### src/rtl/inst_fetch_queued_pkg.sv
`default_nettype none
// ============================================================================
// Module      : inst_fetch_queued_pkg
// Description : Shared fetch-stage types: instruction-buffer entry and FSM.
// Revision    : 1.0 - initial queued-fetch release
// ============================================================================
package inst_fetch_queued_pkg;

    localparam int INST_WIDTH  = 32;
    localparam int FETCH_WIDTH = 4;
    localparam int QUEUE_DEPTH = 4;

    typedef struct packed {
        logic [INST_WIDTH-1:0] inst;
        logic [INST_WIDTH-1:0] pc;
        logic [INST_WIDTH-1:0] npc;
    } ib_entry_t;

    typedef enum logic [1:0] {
        ST_FETCH = 2'd0,
        ST_WAIT  = 2'd1,
        ST_KILL  = 2'd2
    } fetch_state_t;

endpackage
`default_nettype wire

### src/rtl/inst_fetch_queued_queue.sv
`default_nettype none
// ============================================================================
// Module      : fetch_group_queue
// Description : Circular FIFO of fetch groups with slot masks and flush.
// Revision    : 1.0 - initial queued-fetch release
// ============================================================================
module fetch_group_queue #(
    parameter int FETCH_WIDTH = inst_fetch_queued_pkg::FETCH_WIDTH,
    parameter int QUEUE_DEPTH = inst_fetch_queued_pkg::QUEUE_DEPTH
) (
    input  logic                                              clock,
    input  logic                                              reset,
    input  logic                                              flush,
    input  logic                                              enq,
    input  inst_fetch_queued_pkg::ib_entry_t [FETCH_WIDTH-1:0] enq_group,
    input  logic [FETCH_WIDTH-1:0]                            enq_mask,
    input  logic                                              deq,
    output inst_fetch_queued_pkg::ib_entry_t [FETCH_WIDTH-1:0] head_group,
    output logic [FETCH_WIDTH-1:0]                            head_mask,
    output logic                                              full,
    output logic [$clog2(QUEUE_DEPTH):0]                      count
);
    import inst_fetch_queued_pkg::*;

    localparam int PTR_W = $clog2(QUEUE_DEPTH);

    ib_entry_t [FETCH_WIDTH-1:0] r_group [QUEUE_DEPTH];
    logic [FETCH_WIDTH-1:0]      r_mask  [QUEUE_DEPTH];
    logic [PTR_W-1:0]            r_head;
    logic [PTR_W-1:0]            r_tail;
    logic [PTR_W:0]              r_count;
    logic                        w_enq;
    logic                        w_deq;
    logic                        w_empty;

    assign w_empty = (r_count == '0);
    assign full    = (r_count == (PTR_W+1)'(QUEUE_DEPTH));
    assign w_deq   = deq && !w_empty;
    // A full queue may still accept when the head leaves in the same cycle.
    assign w_enq   = enq && (!full || w_deq);

    always_ff @(posedge clock) begin
        if (reset || flush) begin
            r_head  <= '0;
            r_tail  <= '0;
            r_count <= '0;
        end else begin
            if (w_enq) r_tail <= r_tail + PTR_W'(1);
            if (w_deq) r_head <= r_head + PTR_W'(1);
            case ({w_enq, w_deq})
                2'b10:   r_count <= r_count + (PTR_W+1)'(1);
                2'b01:   r_count <= r_count - (PTR_W+1)'(1);
                default: r_count <= r_count;
            endcase
        end
    end

    always_ff @(posedge clock) begin
        if (w_enq) begin
            r_group[r_tail] <= enq_group;
            r_mask[r_tail]  <= enq_mask;
        end
    end

    assign head_group = r_group[r_head];
    assign head_mask  = w_empty ? '0 : r_mask[r_head];
    assign count      = r_count;

endmodule
`default_nettype wire

### src/rtl/inst_fetch_queued.sv
`default_nettype none
// ============================================================================
// Module      : inst_fetch_queued
// Description : Fetch stage issuing aligned group requests into a fetch queue.
// Revision    : 1.0 - initial queued-fetch release
// ============================================================================
module inst_fetch_queued #(
    parameter int FETCH_WIDTH = inst_fetch_queued_pkg::FETCH_WIDTH,
    parameter int INST_WIDTH  = inst_fetch_queued_pkg::INST_WIDTH,
    parameter int QUEUE_DEPTH = inst_fetch_queued_pkg::QUEUE_DEPTH,
    parameter logic [INST_WIDTH-1:0] RESET_PC = '0
) (
    input  logic                                              clock,
    input  logic                                              reset,
    input  logic                                              stall,
    input  logic                                              redirect,
    input  logic [INST_WIDTH-1:0]                             redirect_pc,
    output logic [INST_WIDTH-1:0]                             bp_pc,
    input  logic                                              pred_taken,
    input  logic [INST_WIDTH-1:0]                             pc_predicted,
    output logic                                              proc2Icache_req,
    output logic [INST_WIDTH-1:0]                             proc2Icache_addr,
    input  logic                                              Icache2proc_ready,
    input  logic                                              Icache2proc_data_valid,
    input  logic [FETCH_WIDTH*INST_WIDTH-1:0]                 Icache2proc_data,
    output logic                                              insts_out_valid,
    input  logic                                              insts_out_ready,
    output inst_fetch_queued_pkg::ib_entry_t [FETCH_WIDTH-1:0] insts_out,
    output logic [FETCH_WIDTH-1:0]                            insts_out_mask
);
    import inst_fetch_queued_pkg::*;

    localparam int GROUP_BYTES = FETCH_WIDTH * 4;
    localparam int OFF         = $clog2(GROUP_BYTES);
    localparam int SLOT_W      = (FETCH_WIDTH > 1) ? $clog2(FETCH_WIDTH) : 1;
    localparam int CNT_W       = $clog2(QUEUE_DEPTH) + 1;
    localparam logic [INST_WIDTH-1:0] ALIGN_MASK = ~(INST_WIDTH'(GROUP_BYTES - 1));

    fetch_state_t                r_state;
    logic [INST_WIDTH-1:0]       r_fetch_pc;
    logic [INST_WIDTH-1:0]       r_inf_pc;
    logic [INST_WIDTH-1:0]       r_inf_npc;
    logic [SLOT_W-1:0]           r_inf_slot;

    logic [INST_WIDTH-1:0]       w_aligned;
    logic [INST_WIDTH-1:0]       w_next_pc;
    logic [SLOT_W-1:0]           w_slot;
    logic                        w_req;
    logic                        w_accept;
    logic                        w_enq;
    logic                        w_deq;
    logic                        w_full;
    logic [CNT_W-1:0]            w_count;
    ib_entry_t [FETCH_WIDTH-1:0] w_enq_group;
    logic [FETCH_WIDTH-1:0]      w_enq_mask;

    assign w_aligned = r_fetch_pc & ALIGN_MASK;
    assign w_next_pc = pred_taken ? pc_predicted : w_aligned + INST_WIDTH'(GROUP_BYTES);

    generate
        if (FETCH_WIDTH > 1) begin : g_slot_wide
            assign w_slot = r_fetch_pc[OFF-1:2];
        end else begin : g_slot_single
            assign w_slot = 1'b0;
        end
    endgenerate

    assign w_req    = !reset && (r_state == ST_FETCH) && !stall && !redirect && !w_full;
    assign w_accept = w_req && Icache2proc_ready;
    // Only a response to a live WAIT request is kept; KILL drops the stale one.
    assign w_enq    = (r_state == ST_WAIT) && Icache2proc_data_valid && !redirect;
    assign w_deq    = insts_out_valid && insts_out_ready;

    always_ff @(posedge clock) begin
        if (reset) begin
            r_state    <= ST_FETCH;
            r_fetch_pc <= RESET_PC;
        end else begin
            if (redirect) begin
                r_fetch_pc <= redirect_pc;
            end else if (w_accept) begin
                r_fetch_pc <= w_next_pc;
            end
            case (r_state)
                ST_FETCH: if (w_accept) r_state <= ST_WAIT;
                ST_WAIT: begin
                    if (Icache2proc_data_valid) r_state <= ST_FETCH;
                    else if (redirect)          r_state <= ST_KILL;
                end
                ST_KILL:  if (Icache2proc_data_valid) r_state <= ST_FETCH;
                default:  r_state <= ST_FETCH;
            endcase
        end
    end

    always_ff @(posedge clock) begin
        if (w_accept) begin
            r_inf_pc   <= w_aligned;
            r_inf_npc  <= w_next_pc;
            r_inf_slot <= w_slot;
        end
    end

    always_comb begin
        for (int i = 0; i < FETCH_WIDTH; i++) begin
            w_enq_group[i].inst = Icache2proc_data[i*INST_WIDTH +: INST_WIDTH];
            w_enq_group[i].pc   = r_inf_pc + INST_WIDTH'(4 * i);
            w_enq_group[i].npc  = (i == FETCH_WIDTH - 1) ? r_inf_npc
                                                         : r_inf_pc + INST_WIDTH'(4 * (i + 1));
            w_enq_mask[i]       = (i >= int'(r_inf_slot));
        end
    end

    fetch_group_queue #(
        .FETCH_WIDTH (FETCH_WIDTH),
        .QUEUE_DEPTH (QUEUE_DEPTH)
    ) u_queue (
        .clock      (clock),
        .reset      (reset),
        .flush      (redirect),
        .enq        (w_enq),
        .enq_group  (w_enq_group),
        .enq_mask   (w_enq_mask),
        .deq        (w_deq),
        .head_group (insts_out),
        .head_mask  (insts_out_mask),
        .full       (w_full),
        .count      (w_count)
    );

    assign bp_pc            = r_fetch_pc;
    assign proc2Icache_req  = w_req;
    assign proc2Icache_addr = w_aligned;
    assign insts_out_valid  = !reset && (w_count != '0) && !stall;

endmodule
`default_nettype wire

### config.mk
export PLATFORM = sky130hd
export DESIGN_NAME = inst_fetch_queued
export DESIGN_NICKNAME = d
export VERILOG_FILES = /design/src/rtl/inst_fetch_queued_pkg.sv /design/src/rtl/inst_fetch_queued_queue.sv /design/src/rtl/inst_fetch_queued.sv
export SDC_FILE = /design/constraint.sdc
export NUM_CORES = 1
export LEC_CHECK = 0
export ABC_AREA = 1
export BUFFER_PORTS_ARGS = -buffer_cell sky130_fd_sc_hd__buf_2
export CAP_MARGIN = 20
export CORE_MARGIN = 3
export CORE_UTILIZATION = 48
export DETAILED_ROUTE_END_ITERATION = 16
export PLACE_DENSITY = 0.72
export SLEW_MARGIN = 20
export SYNTH_ARGS = -nofsm -noshare
export SYNTH_HDL_FRONTEND = slang
export SYNTH_SLANG_ARGS = --single-unit
### constraint.sdc
create_clock -name clock -period 35 [get_ports clock]
set_input_delay 7 -clock clock [delete_from_list [all_inputs] [get_ports clock]]
set_output_delay 7 -clock clock [all_outputs]
set_load 0.05 [all_outputs]
## Yosys cells after proc, flatten, opt, wreduce, memory -nomap -nowiden

Memory sizes are Yosys's and may differ from the RTL's. A register that Yosys moved wholly into a read port is not among the register bits.
Cells that the tools add are included.

| cells by class | value |
|---|---|
| muxes and demuxes | 16 |
| equality and inequality tests | 8 |
| shift operators | 0 |
| divide/modulo/power cells | 0 |
| multiply operators | 0 |
| bitwise logic cells | 0 |
| magnitude comparators | 3 |
| $add $sub $neg | 8 |
| reduce and logical (&&, ||, !) cells | 25 |

Operators with widths:

| operator | number |
|---|---|
| 2-to-1 mux 32 bit | 3 |
| adder 32 x 4 -> 32 bit (second input constant) | 2 |
| adder 32 x 3 -> 32 bit (second input constant) | 1 |
| adder 32 x 5 -> 32 bit (second input constant) | 1 |
| 2-to-1 mux 2 bit | 8 |
| logical AND 1 bit | 12 |
| one-hot mux 2 bit (3 select lines) | 1 |
| one-hot mux 3 bit (2 select lines) | 1 |
| zero test 1 bit | 5 |
| adder 2 x 1 -> 2 bit (second input constant) | 2 |
| == test 2 x 1 -> 1 bit (second input constant) | 2 |
| == test 2 bit (second input constant) | 2 |
| greater-or-equal comparator 1 x 2 -> 1 bit (first input constant) | 2 |
| 2-to-1 mux 4 bit | 1 |
| != test 2 bit (second input constant) | 2 |
| nonzero test 2 bit | 2 |
| adder 3 x 1 -> 3 bit (second input constant) | 1 |
| == test 3 bit (second input constant) | 1 |
| zero test 3 bit | 1 |
| != test 3 bit (second input constant) | 1 |
| AND reduction 3 bit | 1 |
| nonzero test 3 bit | 1 |
| subtractor 3 x 1 -> 3 bit (second input constant) | 1 |
| greater-or-equal comparator 2 bit (first input constant) | 1 |
| 3 further kinds | 5 |

| storage, ports and cells | value |
|---|---|
| input bits | 200 |
| bits in writable memories | 1,532 |
| flip-flop bits (word level) | 103 |
| memory bits (read-only) | 0 |
| logic and storage cells | 70 |
| memories | 2 |
| output and inout port bits | 454 |
| bits in latches | 0 |

Memory list:

| name | depth | bits a word | read ports | clocked after Yosys merged registers in | write ports | RTL line | source |
|---|---|---|---|---|---|---|---|
| u_queue.r_group | 4 | 380 | 1 | 1 | 1 | inst_fetch_queued_queue.sv:27 | `ib_entry_t [FETCH_WIDTH-1:0] r_group [QUEUE_DEPTH];` |
| u_queue.r_mask | 4 | 3 | 1 | 1 | 1 | inst_fetch_queued_queue.sv:28 | `logic [FETCH_WIDTH-1:0] r_mask [QUEUE_DEPTH];` |

## Depth between registers and ports, before layout

| logic depth | value |
|---|---|
| depth in word-level cells | 9 |
| gate-level depth with buffers | 12 |
| mapped depth without buffers | 12 |

## Cells and area by module

Synthesis repeated with hierarchy kept, for this count alone.

| unflattened totals | value |
|---|---|
| cells, all modules | 4,424 |
| area total of the unflattened synthesis | 62,585.0 sq um |

By module, submodules not included:

| module | cells an instance | seq. area each (sq um) | area an instance (sq um) | instances |
|---|---|---|---|---|
| fetch_group_queue | 3,823 | 46,784.9 | 57,551.4 | 1 |
| inst_fetch_queued | 601 | 2,542.4 | 5,033.6 | 1 |

## Worst setup path after synthesis

OpenSTA, ideal clock, no wires.

| timing | value |
|---|---|
| path type | input -> register |
| start | input port reset |
| end | memory u_queue.r_group[0][156] in the netlist's numbering, enable pin |
| library setup time | 0.746 ns |
| arrival time | 15.552 ns |
| stages on the path | 6 |
| path slack | 18.702 ns |
| cell sequence | buf_4 inv_1 nand4_1 nand2_1 nand3_2 nor2_1 |

| on the way | value |
|---|---|
| word-level cells in the longest chain between the ends | 9 |

Ends and longest elaborated chain:

| item | RTL line | source |
|---|---|---|
| from (decl) | inst_fetch_queued.sv:14 | `input logic reset,` |
| zero test 1 bit | inst_fetch_queued.sv:134 | `assign insts_out_valid = !reset && (w_count != '0) && !stall;` |
| logical AND 1 bit (2 in a row) | inst_fetch_queued.sv:134 |  |
| logical AND 1 bit | inst_fetch_queued.sv:72 | `assign w_deq = insts_out_valid && insts_out_ready;` |
| logical AND 1 bit | inst_fetch_queued_queue.sv:38 | `assign w_deq = deq && !w_empty;` |
| logical OR 1 bit | inst_fetch_queued_queue.sv:40 | `assign w_enq = enq && (!full \|\| w_deq);` |
| logical AND 1 bit | inst_fetch_queued_queue.sv:40 |  |
| 2-to-1 mux 1 bit | inst_fetch_queued_queue.sv:59 | `if (w_enq) begin` |
| 2-to-1 mux 1 bit (not written as such) | inst_fetch_queued_queue.sv:60 | `r_group[r_tail] <= enq_group;` |
| to (decl) | inst_fetch_queued_queue.sv:27 |  |

Every way passes these cells.

## Final worst setup path

| timing | value |
|---|---|
| start | input port reset |
| end | output port proc2Icache_req |

| on the way | value |
|---|---|
| word-level cells in the longest chain between the ends | 5 |

Ends and longest elaborated chain:

| item | RTL line | source |
|---|---|---|
| zero test 1 bit | inst_fetch_queued.sv:68 | `assign w_req = !reset && (r_state == ST_FETCH) && !stall && !redirect && !w_full;` |
| logical AND 1 bit (4 in a row) | inst_fetch_queued.sv:68 |  |
| to (decl) | inst_fetch_queued.sv:21 | `output logic proc2Icache_req,` |

Every way passes these cells.

==> run_results.csv <==
group,metric,value,unit
routing,routedWlPerCell,20.5,um
floorplanning,rows,98,
layout,final_cells,4120,
layout,design_area,0.0401,mm2
setup_path,worst_ep_required_time,28000,ps
clock_network,numCtsBuffers,88,
sta,period_share,0.434,
yosys,syn_area,0.0350,mm2
global_routing,grt_max_degree,192,
status,status,"finished, final reports clean",
setup_path,arrival,8210,ps
yosys,synth_flop_cell,"edfxtp_1",
sta,maxSlewViolCount,0,
yosys,ys_types,43,
setup_path,slowest_delay,350,ps
global_routing,grt_pass1_vias,20620,
placement,place_area,0.0373,mm2
clock_network,root_buffer,"clkbuf_16",
clock_network,clk_path_buf_depth,3,
sta,rsz0062_at_grt,"no",
global_routing,grt_first_pass_wirelength,123,mm
setup_path,cpMostUsedCell,"buf_2",
floorplanning,start_util,0.486,
routing,wirelength,84.3,mm
routing,first_pass_iters,8,
routing,ant_nets,0,
layout,final_common_cell,"edfxtp_1",
placement,dp_cells,3945,
setup_path,crit_chain,"buf_2, nor2_8, inv_2, nor2_4, nand2_1, nor2_1, buf_2",
setup_path,cp-start-kind,"primary input",
yosys,avgSynthCellArea,13.0,um2
clock_network,cts.sinks,869,
floorplanning,num_io_pins,654,
clock_network,clk_latency,630,ps
layout,post_route_cells_drive_above_1_share,0.258,
clock_network,hold_buffers,0,
setup_path,critPathMaxFanout,34,
setup_path,critPathCaptureType,"primary output",
yosys,yosysWarnings,0,
setup_path,slowest_stage,"buf_2",
sta,max_freq,65.8,MHz
sta,setup_violations,0,
yosys,async_flop_share,0,
routing,first_iter_violations,1820,
yosys,synth_enable_flop_cells,826,
hold_path,min_path_type,"flip-flop to flip-flop",
layout,nNetsFinal,3292,
clock_network,path_clk_slew,60,ps
clock_network,cts_tree,"built",
global_routing,antenna_found_initial,11,
floorplanning,die_h,276,um
setup_path,critical_path_class,"primary input to primary output",
flow_run,drv_cap,0,
layout,most-common-layout-cells,"edfxtp_1 (826), buf_2 (621), nor2_1 (440)",
clock_network,cts_resized,0,
setup_path,reg2regPathDepth,8,
sta,setup_ws,19800,ps
clock_network,htree_levels,3,
power_and_ir_drop,peakVddDrop,0.0349,mV
global_routing,overflow,0,
global_routing,grtUsageTotal,0.212,
yosys,ys_ff_latch,869,
placement,place_congestion,0.856,
placement,dp_hpwl,51.5,mm
power_and_ir_drop,powerDensity,53.0,mW/mm2
floorplanning,die_w,276,um
floorplanning,core,0.0719,mm2
sta,tightest_slew,1090,ps
routing,vias,22218,
yosys,ys_seq_area_frac,0.734,
placement,dpl_worst_slack,19790,ps
floorplanning,dieArea,0.0761,mm2
layout,area_growth,14.8,%
sta,skew,22.3,ps
power_and_ir_drop,leakagePower,0.0145,uW
routing,viasPerCell,5.39,
routing,drc_errors,0,
sta,hold_viol,0,
yosys,synth_cells,2691,
sta,setup_tns,0,ps
hold_path,hold_depth,1,
clock_network,cts_post_setup_buffers_inserted,0,
placement,io_buffers,621,
sta,slew_headroom,0.273,
sta,layout_min_cycle_time,15200,ps
final cells by class:
type                       count  area (um2)
fill                        5786       31700
sequential                   869       25700
multi-input combinational   1397        6800
timing repair buffer         647        3320
clock buffer                 120        2390
tap                          950        1190
clock inverter                43         405
inverter                      82         325
antenna                       12        30.0
through the flow:
step           utilization  hold slack, ps  total power (uW)
6_report             0.559             476              2130
5_1_grt              0.558             495              2200
4_1_cts              0.558             479              2140
3_5_place_dp         0.519             466              1250
3_3_place_gp         0.519             453              1250
2_1_floorplan            -             436              1220
logic make-up (layout without fill, tap and decap cells):
group	count (synthesis)	after routing	synth area share
other	2	44	0.000215
adder cells (fa/ha/maj)	7	7	0.00272
AO/OA/AOI/OAI	680	680	0.107
AND/OR/NAND/NOR	677	677	0.0805
buffers and inverters	455	892	0.0753
XOR/XNOR	1	1	0.000251
flip-flops	869	869	0.734
worst max-delay path: cells and delay by family:
| kind | cells | cell delay, ps |
|---|---|---|
| simple gates | 4 | 500 |
| buf+inv | 3 | 700 |
per-layer routing:
| metal | part of all wire | wire (um) | track usage |
|---|---|---|---|
| met1 | 0.40 | 33800 | 0.278 |
| met2 | 0.50 | 42500 | 0.361 |
| met5 | 0.00015 | 13 | 0 |
| met3 | 0.069 | 5830 | 0.0372 |
| met4 | 0.025 | 2140 | 0.0680 |
power by group:
part           switching, uW  internal (uW)  leakage [uW]
registers               9.31           1140       0.00778
logic                   60.8           19.5       0.00536
clock network            384            513       0.00135
state kept, by name, indices dropped and copies added, names as in the netlist, named ones only:
| register | cells |
|---|---|
| r_state | 2 |
| r_inf_pc | 28 |
| bp_pc | 32 |
| u_queue.r_mask | 12 |
| u_queue.r_tail | 2 |
| u_queue.r_group | 752 |
| r_inf_slot | 2 |
| r_inf_npc | 32 |
| u_queue.count | 3 |
| u_queue.r_head | 2 |
final timing paths:
check,startpoint,end,slack [ps]
worst min-delay path,u_queue.r_head[0]$_SDFFE_PP0P_,u_queue.r_head[0]$_SDFFE_PP0P_,480
worst min register to register,u_queue.r_head[0]$_SDFFE_PP0P_,u_queue.r_head[0]$_SDFFE_PP0P_,480
worst max register to register,u_queue.count[0]$_SDFFE_PP0P_,u_queue.r_group[3][330]$_DFFE_PP_,31180
worst max-delay path,reset,proc2Icache_req,19800
cells in the mapped netlist, types with 4 or more instances:
library cell,number,area share
a21oi_2,4,0.0010
ha_1,6,0.0021
inv_2,8,0.00086
buf_4,231,0.050
o21a_1,8,0.0017
o21ai_1,16,0.0023
nand2_1,144,0.015
a21oi_1,37,0.0053
nor2_1,444,0.048
edfxtp_1,826,0.71
buf_1,9,0.00097
clkbuf_1,117,0.013
buf_2,11,0.0016
or2_2,9,0.0016
nand3_2,5,0.0014
a31oi_1,7,0.0013
nor2_4,6,0.0019
o22ai_1,188,0.034
and2_1,9,0.0016
o21ai_0,405,0.058
buf_6,5,0.0016
inv_1,73,0.0078
nand3_1,44,0.0063
o211ai_1,7,0.0015
dfxtp_1,43,0.025
Note: power is estimated with default switching activity, not from simulation.
